==> config.mk <==
export PLATFORM = sky130hd
export DESIGN_NAME = mem_transfer_unit
export DESIGN_NICKNAME = d
export VERILOG_FILES = /design/src/rtl/mem_transfer_pkg.sv /design/src/rtl/mem_transfer_unit_byte_lane_select.sv /design/src/rtl/mem_transfer_unit.sv
export SDC_FILE = /design/constraint.sdc
export NUM_CORES = 1
export LEC_CHECK = 0
export CELL_PAD_IN_SITES_DETAIL_PLACEMENT = 1
export CELL_PAD_IN_SITES_GLOBAL_PLACEMENT = 1
export CORE_UTILIZATION = 32
export CTS_BUF_LIST = sky130_fd_sc_hd__clkbuf_8
export DETAILED_ROUTE_END_ITERATION = 8
export GPL_TIMING_DRIVEN = 1
export PLACE_DENSITY_LB_ADDON = 0.1
export REMOVE_ABC_BUFFERS = 1
export SYNTH_ARGS = -nofsm -noshare
export SYNTH_HDL_FRONTEND = slang
export SYNTH_SLANG_ARGS = --single-unit
==> constraint.sdc <==
create_clock -name Clock -period 3.05 [get_ports Clock]
set_input_delay 0.7625 -clock Clock [delete_from_list [all_inputs] [get_ports Clock]]
set_output_delay 0.7625 -clock Clock [all_outputs]
set_load 0.005 [all_outputs]
==> src/rtl/mem_transfer_pkg.sv <==
// Shared state type, constants and sizing helpers for mem_transfer_unit.
package mem_transfer_pkg;

  typedef enum logic [1:0] {
    IDLE = 2'd0,
    XFER = 2'd1,
    DONE = 2'd2
  } state_t;

  localparam logic MEM_CS_ACTIVE = 1'b0;
  localparam int   BYTE_W        = 8;

  function automatic int bytes_of(input int data_width);
    return data_width / BYTE_W;
  endfunction

  // The Size field stays at least one bit wide even for a single-byte datapath.
  function automatic int size_width(input int data_width);
    if (bytes_of(data_width) > 1) return $clog2(bytes_of(data_width));
    else return 1;
  endfunction

endpackage

==> src/rtl/mem_transfer_unit_byte_lane_select.sv <==
// Parametrised DATA_WIDTH-to-8 byte multiplexer feeding the memory data lane.
module byte_lane_select
  import mem_transfer_pkg::*;
#(
  parameter int  DATA_WIDTH = 32,
  localparam int NB         = bytes_of(DATA_WIDTH),
  localparam int SW         = size_width(DATA_WIDTH)
) (
  input  logic [DATA_WIDTH-1:0] data,
  input  logic [SW-1:0]         sel,
  output logic [BYTE_W-1:0]     lane
);

  // AND-OR mux so a select beyond the last lane yields zero rather than an X slice.
  always_comb begin
    lane = {BYTE_W{1'b0}};
    for (int i = 0; i < NB; i++) begin
      lane = lane | (data[i*BYTE_W +: BYTE_W] & {BYTE_W{sel == SW'(i)}});
    end
  end

endmodule

==> src/rtl/mem_transfer_unit.sv <==
// Multi-byte load/store sequencer between a DATA_WIDTH register and byte-wide memory.
// Optional sign extension of loads is enabled with `define MEM_TRANSFER_SIGN_EXT_EN.
module mem_transfer_unit
  import mem_transfer_pkg::*;
#(
  parameter int  DATA_WIDTH = 32,
  parameter int  ADDR_WIDTH = 16,
  localparam int NB         = bytes_of(DATA_WIDTH),
  localparam int SW         = size_width(DATA_WIDTH)
) (
`ifdef MEM_TRANSFER_SIGN_EXT_EN
  input  logic                  LoadSigned,
`endif
  input  logic                  Clock,
  input  logic                  Reset,
  input  logic                  Start,
  input  logic                  Write,
  input  logic [SW-1:0]         Size,
  input  logic [ADDR_WIDTH-1:0] BaseAddr,
  input  logic [DATA_WIDTH-1:0] WData,
  output logic [DATA_WIDTH-1:0] RData,
  output logic                  Busy,
  output logic                  Done,
  output logic [ADDR_WIDTH-1:0] Mem_Address,
  output logic [BYTE_W-1:0]     Mem_Data,
  output logic                  Mem_WR,
  output logic                  Mem_CS,
  input  logic [BYTE_W-1:0]     MemOut
);

  state_t                  state_r;
  logic                    write_r;
  logic [SW-1:0]           size_r;
  logic [SW-1:0]           k_r;
  logic [ADDR_WIDTH-1:0]   base_r;
  logic [DATA_WIDTH-1:0]   wdata_r;
`ifdef MEM_TRANSFER_SIGN_EXT_EN
  logic                    sign_r;
`endif

  logic                    accept_s;
  logic [SW-1:0]           k_next_s;
  logic [DATA_WIDTH-1:0]   lane_src_s;
  logic [SW-1:0]           lane_sel_s;
  logic [BYTE_W-1:0]       lane_s;

  assign accept_s = Start && (state_r != XFER);
  assign k_next_s = k_r + SW'(1);

  // Memory outputs are registered one edge ahead, so the mux looks at the byte of the next cycle.
  assign lane_src_s = accept_s ? WData : wdata_r;
  assign lane_sel_s = accept_s ? {SW{1'b0}} : k_next_s;

  byte_lane_select #(.DATA_WIDTH(DATA_WIDTH)) u_lane (
    .data (lane_src_s),
    .sel  (lane_sel_s),
    .lane (lane_s)
  );

  // Transfer FSM with all outputs registered.
  always_ff @(posedge Clock) begin
    if (Reset) begin
      state_r     <= IDLE;
      write_r     <= 1'b0;
      size_r      <= {SW{1'b0}};
      k_r         <= {SW{1'b0}};
      base_r      <= {ADDR_WIDTH{1'b0}};
      wdata_r     <= {DATA_WIDTH{1'b0}};
`ifdef MEM_TRANSFER_SIGN_EXT_EN
      sign_r      <= 1'b0;
`endif
      RData       <= {DATA_WIDTH{1'b0}};
      Busy        <= 1'b0;
      Done        <= 1'b0;
      Mem_Address <= {ADDR_WIDTH{1'b0}};
      Mem_Data    <= {BYTE_W{1'b0}};
      Mem_WR      <= 1'b0;
      Mem_CS      <= ~MEM_CS_ACTIVE;
    end else if (accept_s) begin
      write_r     <= Write;
      size_r      <= Size;
      k_r         <= {SW{1'b0}};
      base_r      <= BaseAddr;
      wdata_r     <= WData;
`ifdef MEM_TRANSFER_SIGN_EXT_EN
      sign_r      <= LoadSigned;
`endif
      if (!Write) RData <= {DATA_WIDTH{1'b0}};
      if (Write) Mem_Data <= lane_s;
      state_r     <= XFER;
      Busy        <= 1'b1;
      Done        <= 1'b0;
      Mem_CS      <= MEM_CS_ACTIVE;
      Mem_WR      <= Write;
      Mem_Address <= BaseAddr;
    end else begin
      case (state_r)
        XFER: begin
          if (!write_r) begin
            for (int i = 0; i < NB; i++) begin
              if (k_r == SW'(i)) RData[i*BYTE_W +: BYTE_W] <= MemOut;
            end
          end
          if (k_r == size_r) begin
            state_r <= DONE;
            Busy    <= 1'b0;
            Done    <= 1'b1;
            Mem_CS  <= ~MEM_CS_ACTIVE;
            Mem_WR  <= 1'b0;
`ifdef MEM_TRANSFER_SIGN_EXT_EN
            // The top loaded byte arrives on this same edge, so its MSB is MemOut[7].
            if (!write_r && sign_r) begin
              for (int i = 0; i < NB; i++) begin
                if (i > int'(size_r)) RData[i*BYTE_W +: BYTE_W] <= {BYTE_W{MemOut[7]}};
              end
            end
`endif
          end else begin
            k_r         <= k_next_s;
            Mem_Address <= base_r + ADDR_WIDTH'(k_next_s);
            if (write_r) Mem_Data <= lane_s;
          end
        end
        DONE: begin
          state_r <= IDLE;
          Done    <= 1'b0;
        end
        default: begin
          state_r <= IDLE;
          Busy    <= 1'b0;
          Done    <= 1'b0;
          Mem_CS  <= ~MEM_CS_ACTIVE;
          Mem_WR  <= 1'b0;
        end
      endcase
    end
  end

endmodule

# --- Word-level counts from Yosys, hierarchy flattened ---
# Index checks and enable logic that the tools add are counted.
classes:
  n_addsub: 2
  eq_ne: 16
  muxes: 28
  bitwise_logic: 9
  n_reduce_logical: 19
ops:
  columns: ["operator", "n"]
  rows:
  - ["$mux W32", 5]
  - ["$mux W8", 9]
  - ["$mux W16", 3]
  - ["$and A8 B8 Y8", 4]
  - ["$or A8 B8 Y8", 3]
  - ["$reduce_and A4 Y1", 5]
  - ["$add A16 B2 Y16", 1]
  - ["$reduce_bool A2 Y1", 6]
  - ["$eq A2 B2 Y1 const B", 5]
  - ["$mux W1", 8]
  - ["$ne A2 B2 Y1 const B", 4]
  - ["$eq A2 B1 Y1 const B", 3]
  - ["$reduce_and A2 Y1", 3]
  - ["$logic_not A2 Y1", 2]
  - ["$ne A2 B1 Y1 const B", 2]
  - ["$pmux W1 S2", 2]
  - ["$ne A3 B3 Y1 const B", 1]
  - ["$reduce_or A3 Y1", 1]
  - ["$add A2 B1 Y2 const B", 1]
  - ["$eq A2 B2 Y1", 1]
  - ["$mux W2", 1]
  - ["$not A1 Y1", 2]
  - ["$reduce_or A2 Y1", 1]
  - ["$logic_and A1 B1 Y1", 1]
totals:
  regBits: 114
  output_inout_bits: 60
  wordCells: 90

# --- Logic depth before layout (Yosys ltp) ---
depth:
  ltp_word: 12
  mapped_depth: 8

# --- Modules after synthesis ---
# From an unflattened synthesis, not the netlist that was laid out.
hier_totals:
  cells_unflattened: 564
  area_unflattened_um2: 4872.2
by_module_without_submodules:
  columns: ["module", "instances", "cells_per_inst", "area_each_um2", "seq_area_each_um2"]
  rows:
  - ["mem_transfer_unit", 1, 554, 4669.5, 2282.2]
  - ["byte_lane_select", 1, 10, 202.7, 0.0]

# --- Worst setup path before layout ---
# Ideal clock, no wire load.
synth_path:
  kind: "register to register"
  from: "reg k_r[0]"
  to: "reg Mem_Address[14]"
  arrival_time_ns: 2.220
  t_required_ns: 2.947
  path_slack_ns: 0.727
  path_stages_with_launch: 9
  period_less_slack_ns: 2.323
  path_cell_list: "dfxtp_1 buf_2 inv_1 ha_1 fa_1 nand4_4 nor4_4 xnor2_1 a2111oi_2"
synth_between:
  elab_chain_cells: 5
  word_cells_on_any_way: 8
synth_rtl:
  columns: ["element", "line", "rtl"]
  rows:
  - ["from (decl)", "mem_transfer_unit.sv:34", "logic [SW-1:0] k_r;"]
  - ["from (signal assigned)", "mem_transfer_unit.sv:66", "k_r <= {SW{1'b0}};"]
  - ["from (signal assigned)", "mem_transfer_unit.sv:82", "k_r <= {SW{1'b0}};"]
  - ["from (signal assigned)", "mem_transfer_unit.sv:119", "k_r <= k_next_s;"]
  - ["$add A2 B1 Y2", "mem_transfer_unit.sv:48", "assign k_next_s = k_r + SW'(1);"]
  - ["named net k_next_s[0]", "mem_transfer_unit.sv:42", "logic [SW-1:0] k_next_s;"]
  - ["$add A16 B2 Y16", "mem_transfer_unit.sv:120", "Mem_Address <= base_r + ADDR_WIDTH'(k_next_s);"]
  - ["$mux W16", "mem_transfer_unit.sv:104", "if (k_r == size_r) begin"]
  - ["$mux W16", "mem_transfer_unit.sv:97", "case (state_r)"]
  - ["$mux W16", "mem_transfer_unit.sv:79", "end else if (accept_s) begin"]
  - ["to (signal assigned)", "mem_transfer_unit.sv:75", "Mem_Address <= {ADDR_WIDTH{1'b0}};"]
  - ["to (signal assigned)", "mem_transfer_unit.sv:95", "Mem_Address <= BaseAddr;"]
  - ["to (signal assigned)", "mem_transfer_unit.sv:120", null]
  - ["to (decl)", "mem_transfer_unit.sv:24", "output logic [ADDR_WIDTH-1:0] Mem_Address,"]
# The timed path passes the listed nets, and every way through them passes these cells. The select of a mux whose other input is x is not followed.
# A chain may end at the register's enable or synchronous reset.

# --- Worst setup path after layout ---
layout_path:
  from: "reg k_r[1]"
  to: "reg Mem_Address[9]"
# Same word-level chain as after synthesis.

==> flow_metrics.py <==
metrics = {
    "synthesis": {
        "synth_top_area_share_pct": 45.0,
        "synth-main-ff-cell": "dfxtp_1",
        "syn_avg_cell_area_um2": 9.24,
        "yosysUniqueCellTypes": 53,
        "ys_ff_latch": 114,
        "syn_inst": 548,
        "yosys.area.top_type": "dfxtp_1",
        "synthTopCellsByArea": "dfxtp_1 (45%), nand2_1 (8.8%), mux2i_1 (6.5%), a21oi_1 (5.8%), mux4_2 (3.6%)",
        "synth_edf_count": 0,
        "seq_area_frac_synth_pct": 45.0,
        "syn_area_um2": 5070,
        "synthArstFlopShare_pct": 0,
        "yosys_warnings": 0,
    },
    "clocking": {
        "cts_root_buf": "clkbuf_8",
        "cts_buffers": 17,
        "cts_tree": "built",
        "clkTransAtPathRegs_ns": 0.07,
        "cts.sinks": 114,
        "htree_levels": 4,
        "cts_buffer_depth": 2,
        "cts_hold_buf": 0,
        "cts_setup_buffers": 0,
        "clock_latency_ns": 0.45,
        "cts_resized": 0,
    },
    "layout": {
        "layout.nets": 733,
        "layout-drive-gt1-share_pct": 12.1,
        "n_antenna_cell": 0,
        "final_core_util_pct": 45.3,
        "area_growth_pct": 36.8,
        "final_common_cell": "clkdlybuf4s50_1",
        "layout_common_cells": "clkdlybuf4s50_1 (120), nand2_1 (118), dfxtp_1 (114)",
    },
    "sta": {
        "min_period_ns": 2.52,
        "rsz0062_at_grt": "no",
        "fmax_ghz": 0.397,
        "setup_tns_ns": 0,
        "clock_skew_ns": 0.00703,
        "tightest_slew_ns": 0.723,
        "setup_viol": 0,
        "post-route-period-util_pct": 82.7,
        "slew_headroom_pct": 51.8,
        "final_max_slew_viol_count": 0,
        "hold_viol_final": 0,
    },
    "grt": {
        "grt_use_total_pct": 18.2,
        "grt_pass1_vias": 4521,
        "antenna_found_initial": 0,
        "grt-ovfl-total": 0,
        "grt_max_degree": 70,
        "grt_pass1_wl_mm": 22.8,
    },
    "routing": {
        "vias_per_cell": 4.88,
        "drt_iter0_drc": 215,
        "drtAntennaViolNets": 0,
        "via_count": 4330,
        "wl_mm": 14.1,
        "wl_per_cell_um": 15.9,
        "drc": 0,
        "first_pass_iters": 4,
    },
    "die": {
        "die_area_um2": 16300,
        "num_io_pins": 122,
        "fp.dieH_um": 128,
        "row_count": 45,
        "core_area_um2": 15300,
        "initial_core_util_pct": 33.1,
        "die_w_um": 128,
    },
    "pwr": {
        "power.share.clock_pct": 42.0,
        "leakagePower_nw": 2.61,
        "combPwrFrac_pct": 15.0,
        "p_seq_share_pct": 43.0,
        "ir_drop_mv": 0.285,
        "p_int_mw": 2.88,
        "p_sw_share_pct": 25.1,
        "p_sw_mw": 0.967,
        "p_per_area_nw_per_um2": 555,
    },
    "worst_setup_path": {
        "cp.arrival_ns": 2.89,
        "endpoint_kind": "flop",
        "critPathKind": "flop to flop",
        "timing.rr.start": "k_r[1]",
        "r2r-end": "Mem_Address[9]",
        "reg2regPathDepth": 7,
        "path_max_fanout": 8,
        "worst_setup_path_start_kind": "flop",
        "cp.required_ns": 3.42,
        "r2r_setup_slack_ns": 0.53,
    },
    "worst_hold_path": {
        "hold_depth": 2,
        "holdPathEnd": "wdata_r[16]",
        "min_from": "wdata_r[16]",
        "holdCritPathClass": "flop to flop",
    },
    "job": {
        "maxCapViolations": 0,
    },
    "placed_design": {
        "dp_hpwl_mm": 9.88,
        "gp_congestion": 0.743,
        "portBuffers": 121,
    },
    "outcome": {
        "status": "complete, no violations",
    },
}
[sequential cells by signal (all words and copies together) (netlist names)]
register	cells
Mem_Address	16
RData	32
k_r	2
Mem_CS	1
write_r	1
wdata_r	32
Mem_Data	8
Mem_WR	1
size_r	2
Busy	1
state_r	2
base_r	16
[cells in the mapped netlist, types with 3 or more instances]
| cell | number |
|---|---|
| nand2_1 | 119 |
| o21bai_1 | 4 |
| a21oi_1 | 59 |
| mux4_2 | 8 |
| nor3_1 | 26 |
| a311oi_2 | 8 |
| clkbuf_1 | 20 |
| nand3_1 | 4 |
| inv_1 | 10 |
| buf_2 | 9 |
| ha_1 | 6 |
| dfxtp_1 | 114 |
| buf_4 | 5 |
| o21a_1 | 3 |
| o32ai_1 | 6 |
| a211oi_1 | 4 |
| a32oi_4 | 4 |
| nor2_1 | 46 |
| xnor2_1 | 8 |
| mux2i_1 | 33 |
| nor4_1 | 3 |
| buf_6 | 3 |
| a21boi_0 | 8 |
[per-layer routing]
metal  wire length [um]  global-route usage (%)
met5                  0                       0
met4                174                    6.23
met3                659                    4.67
met2               6620                    30.8
met1               6630                    22.3
[final cells by class]
| cell class | instances | area, um2 |
|---|---|---|
| fillers | 1748 | 8380 |
| clock inverters | 10 | 153 |
| well taps | 211 | 264 |
| flip-flops and latches | 114 | 2280 |
| inverters | 10 | 37.5 |
| repair buffers | 135 | 1340 |
| clock buffers | 22 | 303 |
| multi-input cells | 386 | 2550 |
[how the worst max path moves through the flow]
| stage | from | end | cells past startpoint |
|---|---|---|---|
| detailed placement | Start | RData[9] | 5 |
| global placement | Start | RData[20] | 5 |
| floorplan | Start | Mem_Address[10] | 3 |
| global route | k_r[1] | Mem_Address[7] | 7 |
| CTS | k_r[1] | Mem_Address[9] | 7 |
| finish | k_r[1] | Mem_Address[9] | 7 |
[cells by family (layout without fill, tap and decap cells)]
family                     Yosys count  count (layout)  synth area share (%)
muxes                               41              41                  10.1
DFF                                114             114                  45.0
adders and majority gates            7               7                  1.88
xor gates and xnor gates            11              11                  2.20
and+or+nand+nor                    217             217                  19.4
buffers and inverters               48             177                  4.62
AOI/OAI and AO/OA                  110             110                  16.8
[power groups by stage]
stage | clock network, mW | logic [mW] | registers, mW
finish | 1.61 | 0.576 | 1.66
global route | 1.72 | 0.631 | 1.67
CTS | 1.65 | 0.586 | 1.66
detailed placement | 0 | 0.582 | 1.69
global placement | 0 | 0.569 | 1.68
floorplan | 0 | 0.270 | 1.68
[worst max-delay path, cell delays in order (launching register included)]
cell and delay (ns):
dfxtp_1 0.44, inv_1 0.10, ha_1 0.48, ha_1 0.30, a21oi_1 0.56, nor3_1 0.19
xnor2_1 0.17, a211oi_1 0.21
[through the flow]
step | instances | hold WS (ns) | cell area [um2] | total power [mW] | setup slack (ns)
finish | 888 | 0.458 | 6930 | 3.84 | 0.529
global route | 888 | 0.475 | 6930 | 4.02 | 0.315
CTS | 888 | 0.460 | 6930 | 3.89 | 0.505
detailed placement | 856 | 0.448 | 6470 | 2.27 | 0.512
global placement | 856 | 0.439 | 6470 | 2.25 | 0.569
floorplan | 510 | 0.427 | 4870 | 1.95 | 0.399
(Power assumes the default switching activity.)
